==> config.mk <==
export PLATFORM = sky130hd
export DESIGN_NAME = cbus_rr_arbiter
export DESIGN_NICKNAME = d
export VERILOG_FILES = /design/src/rtl/cbus_rr_arbiter_pkg.sv /design/src/rtl/cbus_rr_pick.sv /design/src/rtl/cbus_rr_arbiter.sv
export SDC_FILE = /design/constraint.sdc
export NUM_CORES = 1
export LEC_CHECK = 0
export CAP_MARGIN = 20
export CORE_AREA = 10 10 115 117
export DETAILED_ROUTE_END_ITERATION = 10
export DIE_AREA = 0 0 125 127
export PLACE_DENSITY_LB_ADDON = 0.05
export SYNTH_ARGS = -nofsm -noshare
export SYNTH_HDL_FRONTEND = slang
export SYNTH_HIERARCHICAL = 1
export SYNTH_SLANG_ARGS = --single-unit
export TNS_END_PERCENT = 5
==> constraint.sdc <==
create_clock -name clk -period 1.9 [get_ports clk]
set_clock_uncertainty 0.2 [all_clocks]
set_input_delay 0.38 -clock clk [delete_from_list [all_inputs] [get_ports clk]]
set_output_delay 0.38 -clock clk [all_outputs]
set_load 0.02 [all_outputs]
==> src/rtl/cbus_rr_arbiter_pkg.sv <==
// cbus_rr_arbiter_pkg: CBus request/response types and arbiter state encoding
package cbus_rr_arbiter_pkg;
  typedef struct packed {
    logic        valid;
    logic        wen;
    logic [31:0] addr;
    logic [31:0] wdata;
    logic [3:0]  len;
  } cbus_req_t;
  typedef struct packed {
    logic        ready;
    logic        last;
    logic [31:0] rdata;
  } cbus_resp_t;
  typedef enum logic {ARB_IDLE, ARB_BUSY} arb_state_t;
endpackage

==> src/rtl/cbus_rr_pick.sv <==
// cbus_rr_pick: combinational winner select, round-robin from ptr or highest index
module cbus_rr_pick #(
  parameter int N = 2,
  parameter int W = 1
) (
  input  logic [N-1:0] valid,
  input  logic [W-1:0] ptr,
  input  logic         mode,
  output logic         any,
  output logic [W-1:0] winner
);
  logic [2*N-1:0] dbl;
  logic found;
  always_comb begin
    dbl = {valid, valid};
    any = |valid;
    winner = '0;
    found = 1'b0;
    if (mode) begin
      for (int i = 0; i < 2*N; i++) begin
        if (!found && i >= int'(ptr) && dbl[i]) begin
          found = 1'b1;
          winner = (i >= N) ? W'(i - N) : W'(i);
        end
      end
    end else begin
      for (int i = 0; i < N; i++) begin
        if (valid[i]) winner = W'(i);
      end
    end
  end
endmodule

==> src/rtl/cbus_rr_arbiter.sv <==
// cbus_rr_arbiter: N-to-1 CBus arbiter holding each grant until the burst's last beat
module cbus_rr_arbiter
  import cbus_rr_arbiter_pkg::*;
#(
  parameter int N_PORTS = 2,
  parameter int RR_MODE = 1
) (
  input  logic                    clk,
  input  logic                    reset,
  input  cbus_req_t [N_PORTS-1:0] ireqs,
  output cbus_resp_t [N_PORTS-1:0] iresps,
  output cbus_req_t               oreq,
  input  cbus_resp_t              oresp,
  output logic                    grant_vld,
  output logic [(N_PORTS>1 ? $clog2(N_PORTS) : 1)-1:0] grant_idx
);
  localparam int IDX_W = N_PORTS > 1 ? $clog2(N_PORTS) : 1;
  arb_state_t state_q, state_d;
  logic [IDX_W-1:0] grant_idx_q, grant_idx_d, rr_ptr_q, rr_ptr_d, winner;
  logic [N_PORTS-1:0] vld;
  logic any;
  cbus_rr_pick #(.N(N_PORTS), .W(IDX_W)) u_pick (
    .valid (vld),
    .ptr   (rr_ptr_q),
    .mode  (1'(RR_MODE)),
    .any   (any),
    .winner(winner)
  );
  always_comb begin
    for (int i = 0; i < N_PORTS; i++) vld[i] = ireqs[i].valid;
    state_d = state_q;
    grant_idx_d = grant_idx_q;
    rr_ptr_d = rr_ptr_q;
    oreq = '0;
    iresps = '0;
    if (state_q == ARB_IDLE) begin
      if (any) begin
        grant_idx_d = winner;
        state_d = ARB_BUSY;
      end
    end else begin
      oreq = ireqs[grant_idx_q];
      iresps[grant_idx_q] = oresp;
      if (oresp.ready && oresp.last) begin
        state_d = ARB_IDLE;
        if (RR_MODE != 0)
          rr_ptr_d = (grant_idx_q == IDX_W'(N_PORTS-1)) ? '0 : grant_idx_q + IDX_W'(1);
      end
    end
  end
  always_ff @(posedge clk or posedge reset) begin
    if (reset) begin
      state_q <= ARB_IDLE;
      grant_idx_q <= '0;
      rr_ptr_q <= '0;
    end else begin
      state_q <= state_d;
      grant_idx_q <= grant_idx_d;
      rr_ptr_q <= rr_ptr_d;
    end
  end
  assign grant_vld = state_q == ARB_BUSY;
  assign grant_idx = grant_idx_q;
endmodule

* Word-level counts from Yosys, hierarchy flattened
Cells that the tools add are included.
** Word-level totals
- Bits in registers :: 3
- Latch bits :: 0
- Bits in writable memories :: 0
- ROM bits :: 0
- Input port bits :: 176
- Output and inout bits :: 140
- Word-level logic and storage cells :: 37
- Memories kept :: 0
** Cells by class
- $add $sub $neg :: 1
- Multiply operators :: 0
- Div/mod/pow operators :: 0
- Order comparisons :: 3
- Equality and inequality tests :: 0
- Shifts and indexed selects :: 0
- Muxes and demuxes :: 16
- Bitwise logic cells :: 2
- Reduce and logical (&&, ||, !) cells :: 12
** Operators with widths (number)
- $mux W70 :: 3
- $and A68 B68 Y68 :: 1
- $mux W68 :: 1
- $demux W34 S1 :: 1
- $mux W34 :: 1
- $mux W1 :: 10
- $logic_and A1 B1 Y1 :: 6
- $reduce_and A2 Y1 :: 2
- $logic_not A1 Y1 :: 3
- $lt A1 B2 Y1 const B :: 1
- $reduce_or A2 Y1 :: 1
- $add A1 B1 Y1 const B :: 1
- $ge A1 B1 Y1 const A :: 1
- $ge A1 B1 Y1 const B :: 1
- $not A1 Y1 :: 1

* Longest topological paths before layout
- Depth after elaboration :: 12
- Mapped depth :: 5
- Gate-level depth less buffers :: 3

* Hierarchy
The synthesis kept the hierarchy.
** Modules (own cells, without submodules)
- cbus_rr_arbiter :: instances 1, cells each 247, area an instance 1855.5 µm², seq. area each 75.1 µm²
- cbus_rr_pick :: instances 1, cells each 4, area an instance 20.0 µm², seq. area each 0.0 µm²

* Least setup slack after synthesis
OpenSTA, ideal clock, no wires.
- Kind :: flip-flop to output port
- From :: reg grant_idx_q, in the netlist grant_idx
- To :: out oreq[39] (netlist bit)
- Data arrival time :: 1.338 ns
- Data required time :: 1.320 ns
- Path slack :: -0.018 ns
- Stages on the path, launching flop included :: 6
- Buffers on the path :: 3
- Cell sequence :: dfrtp_1 > buf_4 > buf_6 > buf_8 > mux2i_1 > nor2b_1
** RTL lines
- start, declared :: RTL line cbus_rr_arbiter.sv:19 : logic [IDX_W-1:0] grant_idx_q, grant_idx_d, rr_ptr_q, rr_ptr_d, winner;
- start signal, assigned :: RTL line cbus_rr_arbiter.sv:58 : grant_idx_q <= grant_idx_d;
- end, declared :: RTL line cbus_rr_arbiter.sv:12 : output cbus_req_t oreq,

==> flow_metrics.env <==
export IMPL_cts_root_buf="clkbuf_16"
export IMPL_final_area_mm2=0.005333
export IMPL_cts_buffers=3
export IMPL_dpl_hpwl_mm=11.65
export IMPL_min_period_ns=2.071
export IMPL_required_ns=1.32
export IMPL_fin_nets=750
export IMPL_startpoint_type="flop"
export IMPL_cts_tree="done"
export IMPL_max_freq_ghz=0.4828
export IMPL_yosys_warnings=6
export IMPL_wl_per_cell_um=19.22
export IMPL_fin_crit_sh_pct=109.0
export IMPL_yosys_top_cells_area="mux2i_1, nor2b_1, and2_1"
export IMPL_drtAntennaViolNets=0
export IMPL_die_h_um=127
export IMPL_clk_pin_slew_worst_paths_ns=0.03
export IMPL_drt_iter0_drc=53
export IMPL_powerDensity_mw_per_mm2=743.5
export IMPL_finalHoldViolations=0
export IMPL_synthesis_nets=427
export IMPL_grt_overflow_total=0
export IMPL_clock_sinks=3
export IMPL_fp_row_count=39
export IMPL_synth_avg_cell_area_um2=7.472
export IMPL_maxCapViolCount=0
export IMPL_route_met2_wl_mm=7.567
export IMPL_crit_type="flop to output pin"
export IMPL_postCtsHoldBufs=0
export IMPL_h_tree_depth=1
export IMPL_crit_fanout=10
export IMPL_synth_edf_count=0
export IMPL_n_antenna_cell=0
export IMPL_maxUsedRoutingLayer="met4"
export IMPL_track_usage_pct=15.55
export IMPL_die_w_um=125
export IMPL_slew_viol_final=0
export IMPL_port_buffers=315
export IMPL_seq_area_frac_synth_pct=4.003
export IMPL_wl_met3_mm=1.071
export IMPL_syn_cell_area_mm2=0.001876
export IMPL_first_pass_iters=4
export IMPL_yosysTopAreaCell="mux2i_1"
export IMPL_place_congestion=0.7791
export IMPL_drive_above_1_share_pct=31.94
export IMPL_setup_violations=137
export IMPL_clockBufferDepth=2
export IMPL_async_flop_share_pct=100.0
export IMPL_dieArea_mm2=0.01588
export IMPL_hold_class="input pin to asynchronous set/reset pin"
export IMPL_initial_utilization_pct=16.86
export IMPL_grt_max_degree=28
export IMPL_violations="setup timing"
export IMPL_post_place_ws_ns=-0.3817
export IMPL_ys_ff_latch=3
export IMPL_outcome="complete, but fails checks"
export IMPL_io_pin_count=316
export IMPL_ys_flop_type="dfrtp_1"
export IMPL_antenna_found_initial=0
export IMPL_drt_wl_total_mm=13.76
export IMPL_crit_path_end_kind="output pin"
export IMPL_yosysTopAreaCellShare_pct=37.89
export IMPL_rsz0062_at_grt="yes"
export IMPL_wl_met1_mm=5.091
export IMPL_synth_distinct_cells=20
export IMPL_leakagePower_nw=2.601
export IMPL_area_growth_pct=184.3
export IMPL_clk_latency_ns=0.23
export IMPL_cp_arrival_ns=1.49
export IMPL_syn_inst=251
export IMPL_dpl_cell_area_mm2=0.005331
export IMPL_layout_setup_ws_ns=-0.1712
export IMPL_peakVddDrop_uv=435.6
export IMPL_grt_pass1_wl_mm=19.87
export IMPL_vias=2950
export IMPL_grt_pass1_vias=3104
export IMPL_synthTopCellsByCount="mux2i_1, nor2b_1, and2_1, and3_1, clkbuf_1"
export IMPL_core_mm2=0.01113
export IMPL_drc=0
export IMPL_viasPerCell=4.120
==> per-layer routing <==
| metal | vias to the layer above | GRT usage [%] |
|---|---|---|
| li1 | 1494 | - |
| met4 | 0 | 1.220 |
| met2 | 149 | 31.19 |
| met5 | - | 0 |
| met3 | 3 | 4.591 |
| met1 | 1304 | 16.01 |
==> worst paths after layout <==
kind                       startpoint  cells past startpoint  slack, ns        end
setup / recovery            grant_idx                      5      -0.17   oreq[11]
hold reg to reg              rr_ptr_q                      2       0.32   rr_ptr_q
max in group asynchronous       reset                      2       1.22  grant_idx
min in group clk             rr_ptr_q                      2       0.32   rr_ptr_q
hold / removal                  reset                      2       0.13  grant_idx
setup reg to reg            grant_vld                      3       0.47  grant_idx
==> cell usage in the layout (no fill, tap or decap), drive strengths merged, types with 2 or more instances in the layout <==
| cell type | instances |
|---|---|
| and2 | 34 |
| and3 | 34 |
| buf | 163 |
| bufbuf | 2 |
| clkbuf | 7 |
| clkdlybuf4s15 | 2 |
| clkdlybuf4s50 | 175 |
| dfrtp | 3 |
| inv | 4 |
| mux2i | 71 |
| nor2b | 72 |
==> flip-flops by register name (all words and copies together), names as in the netlist <==
signal and count:
grant_idx 1, grant_vld 1, rr_ptr_q 1
==> worst max-delay path, cell delays in order, from the launching register on <==
cell       delay [ns]
dfrtp_4          0.53
buf_12           0.17
clkbuf_16        0.17
mux2i_1          0.12
nor2b_1          0.12
buf_4            0.16
==> power breakdown <==
part / switching (W) / internal (W)
clock network: 0.0000615 / 0.000277
logic: 0.00164 / 0.00187
registers: 0.0000267 / 0.0000863
==> layout make-up <==
class	count	area, µm²
fillers	1173	5793
repair buffers	345	3326
multi-input cells	217	1654
well taps	143	178.9
flip-flops and latches	3	80.08
clock buffers	4	78.83
inverters	4	15.01
==> through the flow <==
step / hold WS [ns] / total power, W / TNS (ns) / util (%) / cells
6_report: 0.1260 / 0.003965 / -11.41 / 47.93 / 716
5_1_grt: 0.1375 / 0.004213 / -19.35 / 47.93 / 716
4_1_cts: 0.1302 / 0.003852 / -14.70 / 47.30 / 711
3_5_place_dp: 0.3244 / 0.003531 / -44.62 / 47.92 / 705
3_3_place_gp: 0.3216 / 0.003524 / -43.82 / 47.92 / 705
2_1_floorplan: -0.06636 / 0.001822 / -0.5747 / - / 251
==> repair_timing <==
| action | in CTS | in global routing |
|---|---|---|
| setup endpoints to repair | 140 | 139 |
| cloned | 2 | 3 |
| buffers inserted | 0 | 2 |
| pin swaps | 1 | 3 |
| gates resized for setup | 657 | 57 |
==> cells by family (layout without fill, tap and decap cells) <==
logic type / Yosys count / after routing / synth area share [%]
muxes: 72 / 72 / 38.49
AOI/OAI and AO/OA: 2 / 2 / 0.7342
DFF: 3 / 3 / 4.003
buffers and inverters: 31 / 353 / 9.139
other: 1 / 1 / 0.1999
and+or+nand+nor: 142 / 142 / 47.43
No activity file was read; power rests on OpenSTA's default activity.
